==> src/rtl/alpha_ced_stage.sv <==
// Forward alpha permutation stage: rotates each state row left by one column, buffers
// results in a 2-entry FIFO and checks per-row XOR parity at the output.
module alpha_ced_stage #(
  parameter int unsigned CNT_W    = 4,
  parameter bit          EN_CHECK = 1'b1
) (
  input  logic                  clk,
  input  logic                  rst,
  input  logic                  in_valid,
  output logic                  in_ready,
  input  logic [3:0][3:0][7:0]  in_state,
  input  logic [7:0]            fault_inj,
  output logic                  out_valid,
  input  logic                  out_ready,
  output logic [3:0][3:0][7:0]  out_state,
  output logic                  ced_err,
  output logic                  err_sticky,
  output logic [CNT_W-1:0]      err_cnt
);

  typedef logic [3:0][3:0][7:0] state_t;
  typedef logic [3:0][7:0]      par_t;

  state_t            data_q [2];
  par_t              par_q  [2];
  state_t            last_q;
  logic              wr_ptr_q, rd_ptr_q;
  logic [1:0]        count_q, count_d;
  logic              in_ready_q;
  logic              ced_err_q, err_sticky_q;
  logic [CNT_W-1:0]  err_cnt_q;

  state_t perm;
  par_t   par_in, par_out;
  logic   accept, deliver, mismatch;

  always_comb begin
    perm   = '0;
    par_in = '0;
    for (int r = 0; r < 4; r++) begin
      for (int c = 0; c < 4; c++) begin
        perm[r][c] = in_state[r][(c + 1) % 4];
      end
      par_in[r] = in_state[r][0] ^ in_state[r][1] ^ in_state[r][2] ^ in_state[r][3];
    end
    // Test-only corruption; the predicted parity deliberately ignores it.
    perm[0][0] = in_state[0][1] ^ fault_inj;
  end

  assign in_ready  = in_ready_q;
  assign out_valid = (count_q != 2'd0);
  assign out_state = out_valid ? data_q[rd_ptr_q] : last_q;
  assign accept    = in_valid & in_ready_q;
  assign deliver   = out_valid & out_ready;

  always_comb begin
    par_out = '0;
    for (int r = 0; r < 4; r++) begin
      par_out[r] = out_state[r][0] ^ out_state[r][1] ^ out_state[r][2] ^ out_state[r][3];
    end
  end

  assign mismatch = deliver && (par_out != par_q[rd_ptr_q]);

  always_comb begin
    count_d = count_q;
    unique case ({accept, deliver})
      2'b10:   count_d = count_q + 2'd1;
      2'b01:   count_d = count_q - 2'd1;
      default: count_d = count_q;
    endcase
  end

  always_ff @(posedge clk) begin
    if (rst) begin
      for (int i = 0; i < 2; i++) begin
        data_q[i] <= '0;
        par_q[i]  <= '0;
      end
      last_q       <= '0;
      wr_ptr_q     <= 1'b0;
      rd_ptr_q     <= 1'b0;
      count_q      <= 2'd0;
      in_ready_q   <= 1'b1;
      ced_err_q    <= 1'b0;
      err_sticky_q <= 1'b0;
      err_cnt_q    <= '0;
    end else begin
      if (accept) begin
        data_q[wr_ptr_q] <= perm;
        par_q[wr_ptr_q]  <= par_in;
        wr_ptr_q         <= ~wr_ptr_q;
      end
      if (deliver) begin
        last_q   <= data_q[rd_ptr_q];
        rd_ptr_q <= ~rd_ptr_q;
      end
      count_q    <= count_d;
      in_ready_q <= (count_d < 2'd2);
      if (EN_CHECK) begin
        ced_err_q <= mismatch;
        if (mismatch) begin
          err_sticky_q <= 1'b1;
          if (err_cnt_q != {CNT_W{1'b1}}) begin
            err_cnt_q <= err_cnt_q + {{(CNT_W-1){1'b0}}, 1'b1};
          end
        end
      end
    end
  end

  assign ced_err    = ced_err_q;
  assign err_sticky = err_sticky_q;
  assign err_cnt    = err_cnt_q;

endmodule

==> config.mk <==
export PLATFORM = sky130hd
export DESIGN_NAME = alpha_ced_stage
export DESIGN_NICKNAME = d
export VERILOG_FILES = /design/src/rtl/alpha_ced_stage.sv
export SDC_FILE = /design/constraint.sdc
export NUM_CORES = 1
export LEC_CHECK = 0
export BUFFER_PORTS_ARGS = -buffer_cell sky130_fd_sc_hd__buf_2
export CAP_MARGIN = 20
export CORE_MARGIN = 3
export CORE_UTILIZATION = 43
export CTS_CLUSTER_DIAMETER = 50
export DETAILED_ROUTE_END_ITERATION = 16
export HOLD_SLACK_MARGIN = 0.12
export SYNTH_ARGS = -nofsm -noshare
export SYNTH_HDL_FRONTEND = slang
export SYNTH_SLANG_ARGS = --single-unit
==> constraint.sdc <==
create_clock -name clk -period 12.4 [get_ports clk]
set_input_delay 0.62 -clock clk [delete_from_list [all_inputs] [get_ports clk]]
set_output_delay 0.62 -clock clk [all_outputs]
set_load 0.05 [all_outputs]
==> results.txt, run 1 <==
The setup fix buffers added after clock tree synthesis came out at 0. The root buffer cell chosen for the clock tree is clkbuf_16. The time the worst path needs with I/O delays and setup came out at 5.66 ns. The top cell type by area accounts for 43.9% of the synthesized area. The number of library cell types mapped by synthesis is 51.

The clock latency on the worst-skew pair is 0.61 ns. Detailed routing placed a total of 4190 microns of wire on met3. The number of warning messages in the yosys log is 0.

The clock sink count came out at 460. The via count of the first global-routing pass is 14842. The max-slew violation count is 0. The number of enable-type register cells in the synthesized netlist came out at 320. The post-synthesis compound-gate area fraction is 8.08%.

The startpoint identified for the worst hold timing path is in_state[127]. The classification of the worst setup path is flip-flop to flip-flop. The slack of the worst reg-to-reg path is 6.74 ns.

The number of port buffers came out at 275. The uppermost signal routing layer after detailed routing is met5. Of the total synthesized cell area, the portion taken by full adders, half adders and majority gates is 0.114%. The data arrival time of the worst path came out at 6.14 ns. After synthesis the netlist holds a flip-flop and latch count of 460. The total number of nets in the final design is 2275. The max-cap check violation count came out at 0. The number of ports placed on the die boundary came out at 276.

The routed length on met2 is 28700 microns. After synthesis, flip-flops and latches occupy 56.7% of the total area. The clock-pin slew on the worst setup and hold paths is 0.06 ns. The mean number of vias per cell is 5.32.

The area of the core is 50200 sq um. The hold-critical path endpoint is data_q[0][119]. The quantity of hold-fixing buffers added after cts came out at 0. The die extent in y is 232 microns. Measured against the total synthesized area, the mux share comes to 7.77%. With fillers left out, the area of the finished cells amounts to 25500 sq um. The number of buffers on the longest clock path came out at 3.

The slew at the pin with the worst max-slew slack is 0.927 ns. The initial cell density of the core came out at 43.6%. Setup violations remaining at the end of the flow were counted as 0.

The cell area after synthesis is 21900 sq um. The pin count of the biggest net entering global routing is 148. The post-route met1 wirelength came out at 27300 microns. The global-route wire length before repair came out at 91800 microns.

The least setup slack across all paths after layout came out at 6.74 ns. STA classifies the critical path startpoint as a flip-flop. The placer's final routability congestion estimate is 0.798. The average cell area after synthesis is 11.4 sq um. The run finished with clean final reports. The async set-or-reset flop fraction in the synthesized netlist came out at 0%. The depth of the most critical reg-to-reg path is 12. Timing would allow up to 0.177 GHz. The normalized max-slew margin came out at 38.2%. Setup repair after global routing left no endpoint under its margin. The x dimension of the die came out at 232 microns.

The placed standard-cell area came out at 23700 sq um. Among all flip-flop cells after synthesis, the most frequent one is edfxtp_1. In this run the critical register-to-register path is captured at err_cnt[0].

TritonCTS created 53 clock buffers. For this run the aggregate overflow at the end of global routing stands at 0. The count of standard-cell rows came out at 82.

Summing the areas of all xor and xnor instances in the mapped netlist gives 8.93% of the synthesized area. After synthesis, the cell types taking the most area are edfxtp_1, dfxtp_1, mux2i_1. The number of antenna violations at the first check in global routing is 5. Once the clock tree was built, the resizer swapped 0 gates to a different size.

The initial DRC count came out at 981. The die outline area came out at 53600 sq um. The global-route total usage across every layer came out at 22.5%.

The sort of element at the end of the critical path is a flip-flop. After technology mapping, the gate count stands at 1913. The synthesis-to-layout area growth is 16.5%. The sum of routed wire length over all layers is 61500 microns. The setup TNS after final layout is 0 ns.

The largest fanout on the critical path is 47. The H-tree level count came out at 2. The largest family of logic cells by synthesized area is simple AND/OR/NAND/NOR gates.

The number of remaining DRC errors is 0. STA puts the critical path data required time at 12.88 ns. The cell accounting for the most synthesized area is edfxtp_1. The routed wirelength normalized by instance count came out at 21.6 microns. By count the netlist is led by edfxtp_1, nor2_1, and2_1. In this run the remaining antenna-violating nets after routing total 0. The share of the cycle needed by the critical path after routing is 45.7%. The final-report hold violation count is 0.

The fraction of final layout cells with drive strength greater than 1 came out at 19.0%. The iteration count of the initial detailed-routing pass is 4. After legalization and detailed placement, the total HPWL measured 39700 microns. The TritonCTS clock tree is done. The number of stages on the worst hold path came out at 2. The path class of the tightest hold or removal check is input port to flip-flop. The synthesized net count came out at 2055.

The worst slack at placement is 6.71 ns. The worst-case clock skew is 0.0281 ns. Detailed routing inserted a total of 15172 vias. The most repeated cell in the gate-level netlist after synthesis is edfxtp_1. The simple logic cell fraction of the synthesized area came out at 15.1%.
-- critical path: stages, from the launching register on --
cell,delay (ns)
dfxtp_4,0.69
buf_4,0.74
buf_4,0.82
mux2i_1,0.32
a21oi_1,0.13
xnor2_1,0.29
xnor2_1,0.17
a2111oi_0,0.51
nand4_1,0.14
or4_1,0.53
or4_1,0.67
nor2b_4,0.20
mux2_4,0.29
-- worst max path at each step --
stage              start           end  slack [ns]  depth (start not counted)
2_1_floorplan   in_ready  data_q[0][0]        3.73                          2
3_3_place_gp   flip-flop    err_cnt[0]        6.80                         11
3_5_place_dp   flip-flop    err_cnt[0]        6.71                         12
4_1_cts        flip-flop    err_cnt[0]        6.70                         12
5_1_grt        flip-flop    err_cnt[0]        6.38                         12
6_report       flip-flop    err_cnt[0]        6.74                         12
-- cell usage in the layout, fill, tap and decap left out, types with 11 or more instances in the layout --
master,count
o21ai_0,12
xor2_1,39
a211oi_1,124
mux2_2,11
nor3_1,96
a21oi_1,114
edfxtp_1,320
nor2_1,266
dfxtp_1,137
and2_1,240
buf_2,274
clkbuf_16,56
buf_4,22
xnor2_1,153
mux2i_1,156
nand2_1,20
-- layer usage --
| metal | global-route usage [%] | up-vias |
|---|---|---|
| li1 | - | 7211 |
| met1 | 30.2 | 7466 |
| met2 | 36.5 | 407 |
| met3 | 5.79 | 84 |
| met4 | 5.42 | 4 |
| met5 | 0 | - |
-- layout make-up --
cell class / instances / area [sq um]
Antenna cell: 3 / 7.51
Multi-Input combinational cell: 1308 / 8780
Clock buffer: 73 / 1540
Timing Repair Buffer: 300 / 1620
Clock inverter: 27 / 244
Inverter: 10 / 45.0
Fill cell: 4477 / 24700
Sequential cell: 460 / 12400
Tap cell: 672 / 841
-- logic make-up (layout without fill, tap and decap cells) --
family                   count (synthesis)  count (layout)
AND/OR/NAND/NOR                        658             658
AO/OA/AOI/OAI                          276             276
XOR/XNOR                               204             204
adder cells (fa/ha/maj)                  2               2
flip-flops                             460             460
other                                    0               3
buffers and inverters                  145             410
multiplexers                           168             168
-- state kept, by name (all words and copies together), names as in the netlist, named ones only --
name	flops
err_cnt	4
wr_ptr_q	1
rd_ptr_q	1
count_q	2
in_ready	1
last_q	128
data_q	256
par_q	64
ced_err	1
err_sticky	1
-- per-stage QoR --
stage	hold slack [ns]	utilization, %	std cells
after detailed placement	0.488	47.2	2748
after global placement	0.480	47.1	2747
after global routing	0.299	50.8	2852
after floorplan	0.472	-	1913
final	0.323	50.8	2853
after CTS	0.289	50.7	2848
Power of run 1 is not shown: default switching activity piles up to over one toggle a cycle in this logic, so the estimate is an artifact.
==> run 2, diff against run 1 <==
- ABC_AREA: unset -> 1
- clock period: 12.4 -> 5.2 ns (I/O delays scaled with it)
==> results.txt, run 2 <==
The gate count after technology mapping came out at 3153 (+65%). The slew at the pin with the worst max-slew slack is 1.09 ns (+0.168 ns). Setup repair after global routing left no endpoint under its margin. The number of port buffers is 275 (unchanged). The H-tree level count was 2 (unchanged).

The path with the worst hold slack has its endpoint at par_q[0][6]. The required time of the worst setup path is 5.68 ns (-7.20 ns). The worst-case clock skew is 0.0163 ns (-0.0118 ns).

The count of standard-cell rows is 85 (+3.7%). In this run the clock root is driven by a clkbuf_16. The clock sink count came out at 460 (unchanged). The library cells used most frequently in the layout, excluding fill and tap cells, are nand2_1, nor2_1, inv_1. The analysis attributes to cell leakage a power of 14.0 nW. The setup TNS after final layout is 0 ns (unchanged). The most common cell after layout, fill and taps aside is nand2_1. The async set-or-reset flop fraction in the synthesized netlist came out at 0% (unchanged). The tightest min-delay check is of the input port to flip-flop type. The sum of routed wire length over all layers came out at 65400 microns (+6.2%).

The total number of nets in the final design is 3628 (+59%). The biggest area contributor in the post-synthesis netlist is edfxtp_1. The data arrival time of the worst path is 3.90 ns (-2.24 ns).

The run finished with clean final reports. The portion of the post-synthesis area used by sequential elements was 51.9% (-4.8 points). The power per unit of standard cell area came out at 580 nW/um^2. The share of the synthesized area in the top cell type is 40.2% (-3.8 points). Counting stages on the worst path, the most repeated cell is nand2_1. The most used flip-flop cell after synthesis is edfxtp_1. The die extent in y came out at 242 microns (+4.4%). The largest individual stage delay along the critical path comes from the cell buf_4. The number of enable-type register cells in the synthesized netlist came out at 320 (unchanged). The fraction of final layout cells with drive strength greater than 1 came out at 11.1% (-7.9 points). The initial DRC count is 1367 (+39%). The final total power is 16.9 mW.

The area of the core is 54500 sq um (+8.5%). The average cell area after synthesis is 7.59 sq um (-34%). In this run the critical register-to-register path is launched from count_q[0]. The clock latency on the worst-skew pair was 0.60 ns (about the same).

The slack of the worst reg-to-reg path came to 1.78 ns (-4.96 ns). The least setup slack across all paths after layout is 1.78 ns (-4.96 ns). The largest register by flop count is data_q.

The global-route wire length before repair is 105000 microns (+14%). The synthesized net count came out at 3295 (+60%). The cell area after synthesis is 23900 sq um (+9.3%).

The share of the cycle needed by the critical path after routing came out at 65.8% (+20 points). The number of antenna violations at the first check in global routing is 1 (-4). The placer's final routability congestion estimate came out at 0.815 (+2.2%).

The number of warning messages in the yosys log is 0 (unchanged). In this run the most critical hold path is launched from in_state[14]. The normalized max-slew margin came out at 27.0% (-11 points).

The number of flip-flops in the largest register came out at 256 (unchanged). The depth of the most critical reg-to-reg path is 19 (+7). The largest fanout on the critical path was 107 (+130%). The largest registers in the layout are data_q x256, last_q x128, par_q x64.

TritonCTS built the clock tree. The number of stages on the worst hold path was 4 (+2). The via count of the first global-routing pass came out at 20252 (+36%).

Sorting the synthesized cells by area gives the leading types as edfxtp_1, nand2_1, dfxtp_1. The startpoint type of the worst setup path is a flip-flop. The pin count of the biggest net entering global routing came out at 249 (+68%).

Across the VDD grid, the largest voltage drop is 0.000392 V. The final-report hold violation count is 0 (unchanged). The number of nets still failing antenna checks after routing came to 0 (unchanged).

The maximum single-stage delay on the critical path is 0.83 ns (about the same). The capture instance of the worst register-to-register path is err_cnt[1]. The global-route congestion overflow total was 0 (unchanged). The routed wirelength normalized by instance count was 15.3 microns (-29%). The initial cell density of the core came out at 43.9% (+0.32 points). The worst setup path is captured at a flip-flop.

The global-route total usage across every layer came out at 22.1% (-0.41 points). The number of ports placed on the die boundary came out at 276 (unchanged). The mean number of vias per cell came out at 4.91 (-7.6%). The number of library cell types mapped by synthesis came out at 31 (-39%).

The critical path in this run is classified as flip-flop to flip-flop. The clock-pin slew on the worst setup and hold paths came out at 0.06 ns (about the same). Traced cell by cell, the critical path runs through nor2_4, buf_4, o21ai_0, inv_1, nand2_1, nand2_1, inv_1, nand2_1, nand2_1, inv_1, nand2_1, nor2_1, nand2_1, nor2_1, nand2_2, nand3_2, nand2_1, nand2_1, nor2_1.

The iteration count of the initial detailed-routing pass came out at 7 (+3). The number of remaining DRC errors was 0 (unchanged). The die outline area came out at 58500 sq um (+9.1%). The number of setup violations in the final report came out at 0 (unchanged). The synthesis-stage register bit count came out at 460 (unchanged). The number of buffers on the longest clock path came out at 3 (unchanged). Yosys instantiated no cell more often than nand2_1. The max-cap check violation count was 0 (unchanged). The TritonCTS buffer count came out at 56 (+5.7%). The half-perimeter wire length of the detailed placement result is 39100 microns (-1.5%). The vias after detailed routing came to 20992 (+38%). Ranked by instance count, the synthesized netlist is headed by nand2_1, nor2_1, inv_1. The max-slew violation count came to 0 (unchanged). The highest attainable clock frequency is 0.292 GHz (+65%). The setup fix buffers added after clock tree synthesis is 0 (unchanged). The time the worst path needs with I/O delays and setup is 3.42 ns (-2.24 ns). The worst slack at placement came out at 1.80 ns (-4.92 ns). Relative to the synthesized area, the layout overhead comes to 21.6%. The x dimension of the die came to 242 microns (+4.4%).
-- run 2: timing repair --
| action | 4_1_cts | 5_1_grt |
|---|---|---|
| hold buffers | 138 | 0 |
| resized for setup | 0 | 0 |
| hold endpoints to repair | 267 | 0 |
-- run 2: how the worst max path moves through the flow --
stage	startpoint	end	slack, ns	cells after the start
after floorplan	in_ready	data_q[0][0]	1.34	6
after global placement	count_q[0]	err_cnt[1]	1.87	19
after detailed placement	count_q[0]	err_cnt[1]	1.80	19
after CTS	count_q[0]	err_cnt[1]	1.75	19
after global routing	count_q[0]	err_cnt[0]	1.44	19
final	count_q[0]	err_cnt[1]	1.78	19
-- run 2: stage by stage --
step | instance area (sq um) | hold slack, ns | instances | utilization (%)
floorplan | 23900 | 0.332 | 3153 | -
global placement | 25800 | 0.439 | 4028 | 47.4
detailed placement | 25800 | 0.432 | 4028 | 47.4
finish | 29100 | 0.191 | 4274 | 53.4
global route | 29100 | 0.205 | 4274 | 53.4
CTS | 29100 | 0.166 | 4271 | 53.4
-- run 2: critical path, delay by kind of cell, from the launching register on --
kind	cells	cell delay [ns]
AO/OA/AOI/OAI	1	0.30
buffers and inverters	4	1.08
flip-flops	1	0.37
AND/OR/NAND/NOR	14	1.48
-- run 2: cell families after synthesis --
family / share of synthesized area (%)
and+or+nand+nor: 27.9
buffers and inverters: 8.57
DFF: 51.9
AOI/OAI and AO/OA: 7.61
xor gates and xnor gates: 3.84
muxes: 0.126
adders and majority gates: 0.105
-- run 2: power by group --
group          switching (mW)  internal (mW)
logic                    6.08           2.10
registers               0.201           4.52
clock network            1.53           2.46
total                    7.81           9.07
-- run 2: layout make-up --
type,instances,area (sq um)
fill,5139,25400
sequential,460,12400
multi-input combinational,2183,9520
timing repair buffer,431,3000
clock buffer,82,1590
inverter,354,1330
tap,739,925
clock inverter,23,305
antenna,2,5.00
-- run 2: layer usage --
layer	wire, microns	global-route usage (%)
met5	0	0
met4	1540	7.00
met2	31700	38.6
met1	28500	27.4
met3	3630	4.45
Note: power is estimated with default switching activity, not from simulation.
